[config.mk]
export PLATFORM = sky130hd
export DESIGN_NAME = mc_ctrl
export DESIGN_NICKNAME = d
export VERILOG_FILES = /design/src/rtl/mc_pkg.sv /design/src/rtl/mc_decode.sv /design/src/rtl/mc_ctrl.sv
export SDC_FILE = /design/constraint.sdc
export NUM_CORES = 1
export LEC_CHECK = 0
export CAP_MARGIN = 20
export CELL_PAD_IN_SITES_DETAIL_PLACEMENT = 0
export CELL_PAD_IN_SITES_GLOBAL_PLACEMENT = 1
export CORE_AREA = 4 4 61 63
export DETAILED_ROUTE_END_ITERATION = 10
export DIE_AREA = 0 0 65 67
export PLACE_DENSITY_LB_ADDON = 0.3
export SYNTH_ARGS = -nofsm -noshare
export SYNTH_HDL_FRONTEND = slang
export SYNTH_HIERARCHICAL = 1
export SYNTH_SLANG_ARGS = --single-unit
[constraint.sdc]
create_clock -name clk -period 5.08 [get_ports clk]
set_clock_uncertainty 0.15 [all_clocks]
set_input_delay 0.508 -clock clk [delete_from_list [all_inputs] [get_ports clk]]
set_output_delay 0.508 -clock clk [all_outputs]
set_load 0.02 [all_outputs]
[src/rtl/mc_pkg.sv]
// ============================================================================
// Module      : mc_pkg
// Description : Shared definitions for the multi-cycle MIPS-subset control
//               FSM: state encodings, ALU operation codes, opcode/funct
//               constants, instruction-class indices and datapath select
//               enums.
// Revision    : 1.0 - initial release
// ============================================================================
`default_nettype none

package mc_pkg;

  // FSM state encodings. Code 7 is unused and is treated as S_HALT.
  localparam logic [2:0] S_RESET  = 3'd0;
  localparam logic [2:0] S_FETCH  = 3'd1;
  localparam logic [2:0] S_DECODE = 3'd2;
  localparam logic [2:0] S_EXEC   = 3'd3;
  localparam logic [2:0] S_MEM    = 3'd4;
  localparam logic [2:0] S_WB     = 3'd5;
  localparam logic [2:0] S_HALT   = 3'd6;

  // ALU operation codes; these must match the ALU's decoder bit for bit.
  localparam logic [2:0] ALU_ADD = 3'b000;
  localparam logic [2:0] ALU_SUB = 3'b001;
  localparam logic [2:0] ALU_AND = 3'b010;
  localparam logic [2:0] ALU_OR  = 3'b011;
  localparam logic [2:0] ALU_SRL = 3'b100;
  localparam logic [2:0] ALU_SRA = 3'b101;

  // Primary opcodes (instr[31:26]).
  localparam logic [5:0] OP_RTYPE = 6'b000000;
  localparam logic [5:0] OP_J     = 6'b000010;
  localparam logic [5:0] OP_BEQ   = 6'b000100;
  localparam logic [5:0] OP_ORI   = 6'b001101;
  localparam logic [5:0] OP_LUI   = 6'b001111;
  localparam logic [5:0] OP_LW    = 6'b100011;
  localparam logic [5:0] OP_SW    = 6'b101011;

  // R-type function codes (instr[5:0]).
  localparam logic [5:0] FN_SRL  = 6'b000010;
  localparam logic [5:0] FN_SRA  = 6'b000011;
  localparam logic [5:0] FN_ADDU = 6'b100001;
  localparam logic [5:0] FN_SUBU = 6'b100011;
  localparam logic [5:0] FN_AND  = 6'b100100;
  localparam logic [5:0] FN_OR   = 6'b100101;

  // Bit positions inside the one-hot instruction class vector.
  localparam int IC_RTYPE = 0;
  localparam int IC_ORI   = 1;
  localparam int IC_LUI   = 2;
  localparam int IC_LW    = 3;
  localparam int IC_SW    = 4;
  localparam int IC_BEQ   = 5;
  localparam int IC_J     = 6;
  localparam int IC_W     = 7;

  // Register destination select.
  localparam logic [1:0] REG_DST_RT = 2'd0;
  localparam logic [1:0] REG_DST_RD = 2'd1;

  typedef enum logic [1:0] {
    PC_SRC_SEQ    = 2'd0,
    PC_SRC_BRANCH = 2'd1,
    PC_SRC_JUMP   = 2'd2
  } pc_src_e;

  typedef enum logic [1:0] {
    WD_SRC_ALU = 2'd0,
    WD_SRC_MDR = 2'd1,
    WD_SRC_LUI = 2'd2
  } wd_src_e;

  typedef enum logic [1:0] {
    ALU_B_RT    = 2'd0,
    ALU_B_IMM   = 2'd1,
    ALU_B_SHAMT = 2'd2
  } alu_src_b_e;

endpackage

`default_nettype wire

[src/rtl/mc_decode.sv]
// ============================================================================
// Module      : mc_decode
// Description : Combinational instruction decoder. Classifies the IR into a
//               one-hot instruction class, supplies the ALU op for R-type
//               instructions and flags unsupported encodings.
// Ports       : instr      - IR contents
//               iclass     - one-hot class (see IC_* in mc_pkg)
//               r_alu_op   - ALU op for the R-type funct field
//               is_shift   - R-type instruction is srl/sra (B = shamt)
//               is_illegal - opcode/funct not supported
// Revision    : 1.0 - initial release
// ============================================================================
`default_nettype none

module mc_decode
  import mc_pkg::*;
(
  input  logic [31:0]     instr,
  output logic [IC_W-1:0] iclass,
  output logic [2:0]      r_alu_op,
  output logic            is_shift,
  output logic            is_illegal
);

  logic [5:0] op;
  logic [5:0] fn;
  // Register and immediate fields are irrelevant to control decoding.
  logic       unused_fields;

  assign op            = instr[31:26];
  assign fn            = instr[5:0];
  assign unused_fields = ^instr[25:6];

  always_comb begin
    iclass     = '0;
    r_alu_op   = ALU_ADD;
    is_shift   = 1'b0;
    is_illegal = 1'b0;
    case (op)
      OP_RTYPE: begin
        iclass[IC_RTYPE] = 1'b1;
        case (fn)
          FN_ADDU: r_alu_op = ALU_ADD;
          FN_SUBU: r_alu_op = ALU_SUB;
          FN_AND:  r_alu_op = ALU_AND;
          FN_OR:   r_alu_op = ALU_OR;
          FN_SRL: begin
            r_alu_op = ALU_SRL;
            is_shift = 1'b1;
          end
          FN_SRA: begin
            r_alu_op = ALU_SRA;
            is_shift = 1'b1;
          end
          default: begin
            // Unknown funct: not an R-type we execute.
            iclass     = '0;
            is_illegal = 1'b1;
          end
        endcase
      end
      OP_ORI:  iclass[IC_ORI] = 1'b1;
      OP_LUI:  iclass[IC_LUI] = 1'b1;
      OP_LW:   iclass[IC_LW]  = 1'b1;
      OP_SW:   iclass[IC_SW]  = 1'b1;
      OP_BEQ:  iclass[IC_BEQ] = 1'b1;
      OP_J:    iclass[IC_J]   = 1'b1;
      default: is_illegal     = 1'b1;
    endcase
  end

endmodule

`default_nettype wire

[src/rtl/mc_ctrl.sv]
// ============================================================================
// Module      : mc_ctrl
// Description : Multi-cycle control FSM for the MIPS-subset CPU. Sequences
//               fetch/decode/execute/memory/writeback, drives ALU op, all
//               datapath strobes and selects, and handshakes with a
//               variable-latency memory through mem_req/mem_ready.
// Ports       : clk, rst_n            - clock, async active-low reset
//               instr, zero, mem_ready - IR, ALU zero flag, memory done
//               mem_req, mem_we        - memory request / write qualifier
//               ir_we, pc_we, pc_src   - IR and PC load controls
//               reg_we, reg_dst, wd_src- register file write controls
//               alu_src_b, ext_op, alu_op - ALU operand/op controls
//               state, illegal         - debug state, sticky illegal flag
// Revision    : 1.0 - initial release
// ============================================================================
`default_nettype none

module mc_ctrl
  import mc_pkg::*;
(
  input  logic        clk,
  input  logic        rst_n,
  input  logic [31:0] instr,
  input  logic        zero,
  input  logic        mem_ready,
  output logic        mem_req,
  output logic        mem_we,
  output logic        ir_we,
  output logic        pc_we,
  output logic [1:0]  pc_src,
  output logic        reg_we,
  output logic [1:0]  reg_dst,
  output logic [1:0]  wd_src,
  output logic [1:0]  alu_src_b,
  output logic        ext_op,
  output logic [2:0]  alu_op,
  output logic [2:0]  state,
  output logic        illegal
);

  logic [2:0]      state_q;
  logic [2:0]      state_d;
  logic [IC_W-1:0] iclass;
  logic [2:0]      r_alu_op;
  logic            is_shift;
  logic            is_illegal;

  mc_decode u_decode (
    .instr      (instr),
    .iclass     (iclass),
    .r_alu_op   (r_alu_op),
    .is_shift   (is_shift),
    .is_illegal (is_illegal)
  );

  always_ff @(posedge clk or negedge rst_n) begin
    if (!rst_n) begin
      state_q <= S_RESET;
    end else begin
      state_q <= state_d;
    end
  end

  assign state = state_q;

  // Next-state and output logic. Outputs depend only on state_q, instr,
  // zero and mem_ready, so they are stable within a state once IR settles.
  always_comb begin
    state_d   = state_q;
    mem_req   = 1'b0;
    mem_we    = 1'b0;
    ir_we     = 1'b0;
    pc_we     = 1'b0;
    pc_src    = PC_SRC_SEQ;
    reg_we    = 1'b0;
    reg_dst   = REG_DST_RT;
    wd_src    = WD_SRC_ALU;
    alu_src_b = ALU_B_RT;
    ext_op    = 1'b0;
    alu_op    = ALU_ADD;
    illegal   = 1'b0;
    case (state_q)
      S_RESET: state_d = S_FETCH;

      S_FETCH: begin
        mem_req = 1'b1;
        // IR and PC+4 are captured on the same edge the memory completes.
        if (mem_ready) begin
          ir_we   = 1'b1;
          pc_we   = 1'b1;
          state_d = S_DECODE;
        end
      end

      S_DECODE: begin
        if (is_illegal) begin
          state_d = S_HALT;
        end else if (iclass[IC_J]) begin
          pc_we   = 1'b1;
          pc_src  = PC_SRC_JUMP;
          state_d = S_FETCH;
        end else begin
          state_d = S_EXEC;
        end
      end

      S_EXEC: begin
        state_d = S_WB;
        if (iclass[IC_RTYPE]) begin
          alu_op    = r_alu_op;
          alu_src_b = is_shift ? ALU_B_SHAMT : ALU_B_RT;
        end else if (iclass[IC_ORI]) begin
          alu_op    = ALU_OR;
          alu_src_b = ALU_B_IMM;
        end else if (iclass[IC_LW] || iclass[IC_SW]) begin
          alu_src_b = ALU_B_IMM;
          ext_op    = 1'b1;
          state_d   = S_MEM;
        end else if (iclass[IC_BEQ]) begin
          alu_op  = ALU_SUB;
          state_d = S_FETCH;
          if (zero) begin
            pc_we  = 1'b1;
            pc_src = PC_SRC_BRANCH;
          end
        end
        // lui needs no ALU work: its writeback data comes straight from imm16.
      end

      S_MEM: begin
        mem_req = 1'b1;
        mem_we  = iclass[IC_SW];
        if (mem_ready) begin
          state_d = iclass[IC_LW] ? S_WB : S_FETCH;
        end
      end

      S_WB: begin
        reg_we  = 1'b1;
        reg_dst = iclass[IC_RTYPE] ? REG_DST_RD : REG_DST_RT;
        if (iclass[IC_LW]) begin
          wd_src = WD_SRC_MDR;
        end else if (iclass[IC_LUI]) begin
          wd_src = WD_SRC_LUI;
        end
        state_d = S_FETCH;
      end

      // S_HALT and the unused code 7: absorbing, only reset leaves.
      default: begin
        illegal = 1'b1;
        state_d = S_HALT;
      end
    endcase
  end

endmodule

`default_nettype wire

==> results of run 1 <==
critical path: cells and delay by family:
kind / cells / cell delay (ns)
compound gates: 3 / 0.67
simple gates: 4 / 1.06
buf+inv: 2 / 1.10
power breakdown:
group	total (mW)	internal, mW	switching, mW
clock network	0.0417	0.0294	0.0123
registers	0.0686	0.0353	0.0333
logic	0.202	0.101	0.101
area by class of cell:
class	count	area, um^2	share of cell area [%]
Multi-Input combinational cell	70	483	47.6
Timing Repair Buffer	35	350	34.5
Sequential cell	3	75.1	7.40
Tap cell	46	57.6	5.67
Clock buffer	4	26.3	2.59
Inverter	6	22.5	2.22
synth_stat cells (2+ instances only):
cell type and instances:
a31oi_1 3, o21ai_0 5, nor3b_1 3, and3_1 3, xnor2_1 2, nor3_2 3, and2_1 3, inv_1 5
nor3_1 4, nand2_1 4, nor2b_1 2, buf_2 3, nand2b_1 2, nor4_1 2, nor2_1 9, dfrtp_1 3
and4_1 2, buf_4 2, nand4b_1 2
metal layers:
metal	wire length [um]	vias to the layer above
met5	0	-
met4	0	0
met3	182	0
met2	929	25
met1	884	329
li1	-	374
worst paths after layout:
path	from	to	slack [ns]	cells after the start
min	rst_n	state[1]	0.30	1
min reg2reg	state[1]	state[1]	0.61	2
max in group asynchronous	rst_n	state[2]	4.34	1
max	instr[29]	pc_we	1.07	9
max reg2reg	state[2]	state[0]	3.69	4
min in group clk	state[1]	state[1]	0.61	2
stage by stage:
step | power, mW | setup WS [ns]
global placement | 0.271 | 1.08
floorplan | 0.179 | 2.37
global route | 0.338 | 0.871
finish | 0.313 | 1.07
CTS | 0.318 | 1.06
detailed placement | 0.272 | 1.06
kinds of logic after synthesis:
| group | Yosys count | share of synthesized area [%] |
|---|---|---|
| buffers and inverters | 11 | 8.60 |
| AO/OA/AOI/OAI | 17 | 21.1 |
| other | 1 | 0.614 |
| multiplexers | 1 | 1.64 |
| AND/OR/NAND/NOR | 49 | 52.9 |
| flip-flops | 3 | 12.3 |
| XOR/XNOR | 2 | 2.87 |
==> summary.md, run 1 <==
| Metric | Value |
|---|---|
| Root buffer cell | clkbuf_4 |
| Top cell by count, worst path | clkdlybuf4s50_1 |
| Synth area leaders | dfrtp_1 12%, nor2_1 5.5%, nor3_2 4.9% |
| Post_cts resized | 0 |
| Largest net degree at the start of global routing | 14 |
| DR vias/cell | 4.44 |
| CP Launch Type | primary input |
| Tmin final | approximately 4.0 ns |
| Initial Util | 18.9% |
| Mapped Nets | 120 |
| Iter 0 DRT Violations | 31 |
| Post-Syn Area | roughly 610 um^2 |
| Met2 usage | between 10% and 20% |
| Setup TNS | 0 ns |
| Status | complete, no violations |
| Cts hold-fix bufs | 0 |
| Total grt overflow | 0 |
| Clock latency on the worst-skew pair | between 0.2 and 0.25 ns |
| Maximum root-to-sink buffer count | 2 |
| Sinks on Clock Net | 3 |
| Number of buffers created by CTS | 3 |
| Max cap viols | 0 |
| Clock-pin slew on the worst setup and hold paths | 0.04 ns |
| Post-Synthesis Cells | 84 |
| FILL cells | roughly 370 |
| Site Rows | 21 |
| CP Cell Sequence | clkdlybuf4s50_1, or4_4, nand2b_4, a21oi_4, nor2_2, nand2b_1, o31ai_1, a41o_1, clkdlybuf4s50_1 |
| Ports | 57 |
| IO buf count | 35 |
| Nets@finish | 155 |
| First-pass detailed-route iteration total | 4 |
| CP max FO | 9 |
| DRC Markers | 0 |
| ANT cells | 0 |
| Worst path max stage delay | 0.59 ns |
| Detail Placement HPWL | between 1.5 and 2 mm |
| Post-synth top flop | dfrtp_1 |
| Final setup fails | 0 |
| Vias in the first global route | 777 |
| Async S/R FF share, synth | 100% |
| Placed standard-cell area | 988 um^2 |
| CTS H-tree lvls | 1 |
| Post-CTS Setup Bufs | 0 |
| VDD IR max | 0.000249 V |
| Total of warnings raised by yosys | 6 |
| Critical path arrival | ~3.4 ns |
| Path type of the worst min-delay path | primary input to asynchronous set/reset pin |
| Yosys reg bits | 3 |
| Post-route design area | between 0.001 and 0.0015 mm^2 |
| Core area | ~0.0032 mm^2 |
| LEAKAGE | 0.372 nW |
| Met1 usage | ~11% |
| Routed WL | between 1.5 and 2 mm |
| Final Hold Viols | 0 |
| Placer Congestion | 0.744 |
| Met3 GRT Util | 2.87% |
| Die X | 65 um |
| Share of cells above drive strength 1 | 11.9% |
| GRT Total Usage | 9.66% |
| Sequential fraction of the synthesis area | 12.3% |
| GRT Max-Usage Layer | met2 |
| Most frequent cells in the layout | 35 x clkdlybuf4s50_1, 9 x nor2_1, 5 x inv_1, 5 x o21ai_0 |
| Detailed-route wire length per cell | 12.2 um |
| Pwr Density | 308 mW/mm^2 |
| Vias | 728 |
| Flip-flop count of the largest register after layout | 3 |
| CTS tree | built |
| Post-layout util | 31.4% |
| RSZ-0062 raised after global routing | no |
| Crit end category | output port |
| Most common cell after layout, fill and taps aside | clkdlybuf4s50_1 |
| Fmax | between 0.2 and 0.25 GHz |
| Antenna violations before repair | 0 |
| Avg Synthesized Cell Area | 7.27 um^2 |
| Layout area overhead | 66.2% |
| Fin cells | approximately 160 |
| Placed cells | 160 |
| Die height | 67 um |
| Setup CP Type | primary input to output port |
| Final Cycle Share | 78.9% |
| Slew HR | 59.1% |
| Post-synth EDFFs | 0 |
| Slew @ Worst Pin | 0.609 ns |
| Leading area contributor after synthesis | dfrtp_1 |
| Synth cell types | 41 |
| Die area | 0.00436 mm^2 |
| Routed Antenna Nets | 0 |
| First-pass GRT wire length | 3.36 mm |
| Fin. max-slew vios | 0 |
| CP Data Required Time | 4.42 ns |
| Worst path slowest cell | clkdlybuf4s50_1 |
| Hold Worst Slack | 0.302 ns |
| Area fraction of the dominant cell type after synthesis | between 10% and 20% |
Power figures use the tool's default switching activity.
==> run 2, diff against run 1 <==
CORE_AREA = 4 4 62 64   (was 4 4 61 63)
DIE_AREA = 0 0 66 68   (was 0 0 65 67)
clock period = 4 ns   (was 5.08 ns; I/O delays follow)
==> summary.md, run 2 (same netlist as run 1, synthesis figures left out) <==
| Metric | Value |
|---|---|
| Status | complete, no violations |
| Post-layout util | a little under a third |
| Die height | 68 um |
| Reg2Reg Launch Point | state[2] |
| DRC Markers | 0 |
| First-pass GRT wire length | 3.28 mm |
| Flip-flop count of the largest register after layout | 3 |
| Cts hold-fix bufs | 0 |
| Critical path arrival | 3.04 ns |
| Number of buffers created by CTS | 3 |
| Iter 0 DRT Violations | 29 |
| Share of cells above drive strength 1 | 13.3% |
| Worst path slowest cell | clkdlybuf4s50_1 |
| Clock latency on the worst-skew pair | 0.23 ns |
| Most common cell after layout, fill and taps aside | clkdlybuf4s50_1 |
| Max cap viols | 0 |
| Setup CP Type | primary input to output port |
| Site Rows | 21 |
| Ports | 57 |
| Post_cts resized | 0 |
| Crit end category | output port |
| Post-route design area | 0.00103 mm^2 |
| Routed WL | approximately 2 mm |
| Antenna violations before repair | 0 |
| GRT Total Usage | a little over 9% |
| Core area | between 0.003 and 0.004 mm^2 |
| Layout area overhead | 68.6% |
| Total grt overflow | 0 |
| Nets@finish | between 150 and 200 |
| RSZ-0062 raised after global routing | no |
| Fmax | 0.279 GHz |
| FILL cells | 382 |
| Setup TNS | 0 ns |
| Vias | 733 |
| Slew HR | 63.2% |
| Pwr Density | 384 mW/mm^2 |
| Fin. max-slew vios | 0 |
| Multi-input gate area | 483 um^2 |
| Largest net degree at the start of global routing | 14 |
| Most frequent cells in the layout | 35 x clkdlybuf4s50_1, 9 x nor2_1, 5 x inv_1, 5 x o21ai_0 |
| Tmin final | 3.59 ns |
| LEAKAGE | 0.383 nW |
| CTS H-tree lvls | 1 |
| Die area | 0.00449 mm^2 |
| DP Worst Slack | 0.374 ns |
| ANT cells | 0 |
| Slew @ Worst Pin | around 0.55 ns |
| Placed standard-cell area | 0.00100 mm^2 |
| IO buf count | 35 |
| DR vias/cell | between 4 and 5 |
| CP max FO | 7 |
| Routed Antenna Nets | 0 |
| First-pass detailed-route iteration total | 4 |
| Die X | 66 um |
| RR Endpoint | state[0] |
| Final Cycle Share | 89.7% |
| CTS tree | built |
| VDD IR max | 0.000373 V |
| Top cell by count, worst path | clkdlybuf4s50_1 |
| Detailed-route wire length per cell | 12.1 um |
| Clock-pin slew on the worst setup and hold paths | 0.04 ns |
| Sinks on Clock Net | 3 |
| Final worst setup slack | 0.412 ns |
| Initial Util | 18.6% |
| Root buffer cell | clkbuf_4 |
| FF-to-FF path depth | 4 |
| Final Hold Viols | 0 |
| CP Launch Type | primary input |
| Vias in the first global route | ~760 |
| Post-CTS Setup Bufs | 0 |
| Maximum root-to-sink buffer count | 2 |
| CP Data Required Time | around 3.5 ns |
| Path type of the worst min-delay path | primary input to asynchronous set/reset pin |
| Reg2reg setup slack | between 2 and 3 ns |
| Worst path max stage delay | about 0.59 ns |
| Placer Congestion | 0.655 |
| Sequential standard cell area | approximately 75 um^2 |
| Tot Pwr | 0.395 mW |
| CP Cell Sequence | clkdlybuf4s50_1, or4_4, nand2b_4, a21oi_4, nor2_2, nand2b_1, o31ai_1, a41o_1, clkdlybuf4s50_1 |
| Detail Placement HPWL | 1.62 mm |
| Final setup fails | 0 |
## run 2: changes by cell type in the layout (fill, tap and decap cells not counted), sizes merged
cell / before / now
buf: 0 / 2
## run 2: cell type report
| type | count | area share (%) |
|---|---|---|
| Multi-Input combinational cell | 70 | 46.9 |
| Timing Repair Buffer | 37 | 35.5 |
| Sequential cell | 3 | 7.29 |
| Tap cell | 46 | 5.59 |
| Clock buffer | 4 | 2.55 |
| Inverter | 6 | 2.19 |
## run 2: how the worst max path moves through the flow
stage / from / to / slack (ns)
after detailed placement: instr[29] / pc_we / 0.37
final: instr[29] / pc_we / 0.41
after floorplan: instr[29] / pc_src[1] / 1.50
after global placement: instr[29] / pc_we / 0.38
after global routing: instr[29] / pc_we / 0.27
after CTS: instr[29] / pc_we / 0.38
## run 2: per-stage QoR
stage | hold slack (ns) | cells
global route | 0.201 | 166
CTS | 0.199 | 166
finish | 0.201 | 166
floorplan | -0.0456 | 84
global placement | 0.437 | 162
detailed placement | 0.447 | 162
## run 2: worst max-delay path, delay by kind of cell
kind / cells / cell delay, ns
buf+inv: 2 / 1.10
compound gates: 3 / 0.50
simple gates: 4 / 1.03
## run 2: power breakdown
group,switching [mW],internal [mW],leakage (nW)
sequential,0.0420,0.0449,0.0357
clock,0.0154,0.0374,0.0150
combinational,0.128,0.128,0.332
total,0.185,0.210,0.383
## run 2: layer usage
layer	part of all wire, %	global-route usage, %
met5	0	0
met4	0.70	3.05
met3	8.2	2.46
met2	49	16.8
met1	42	10.6
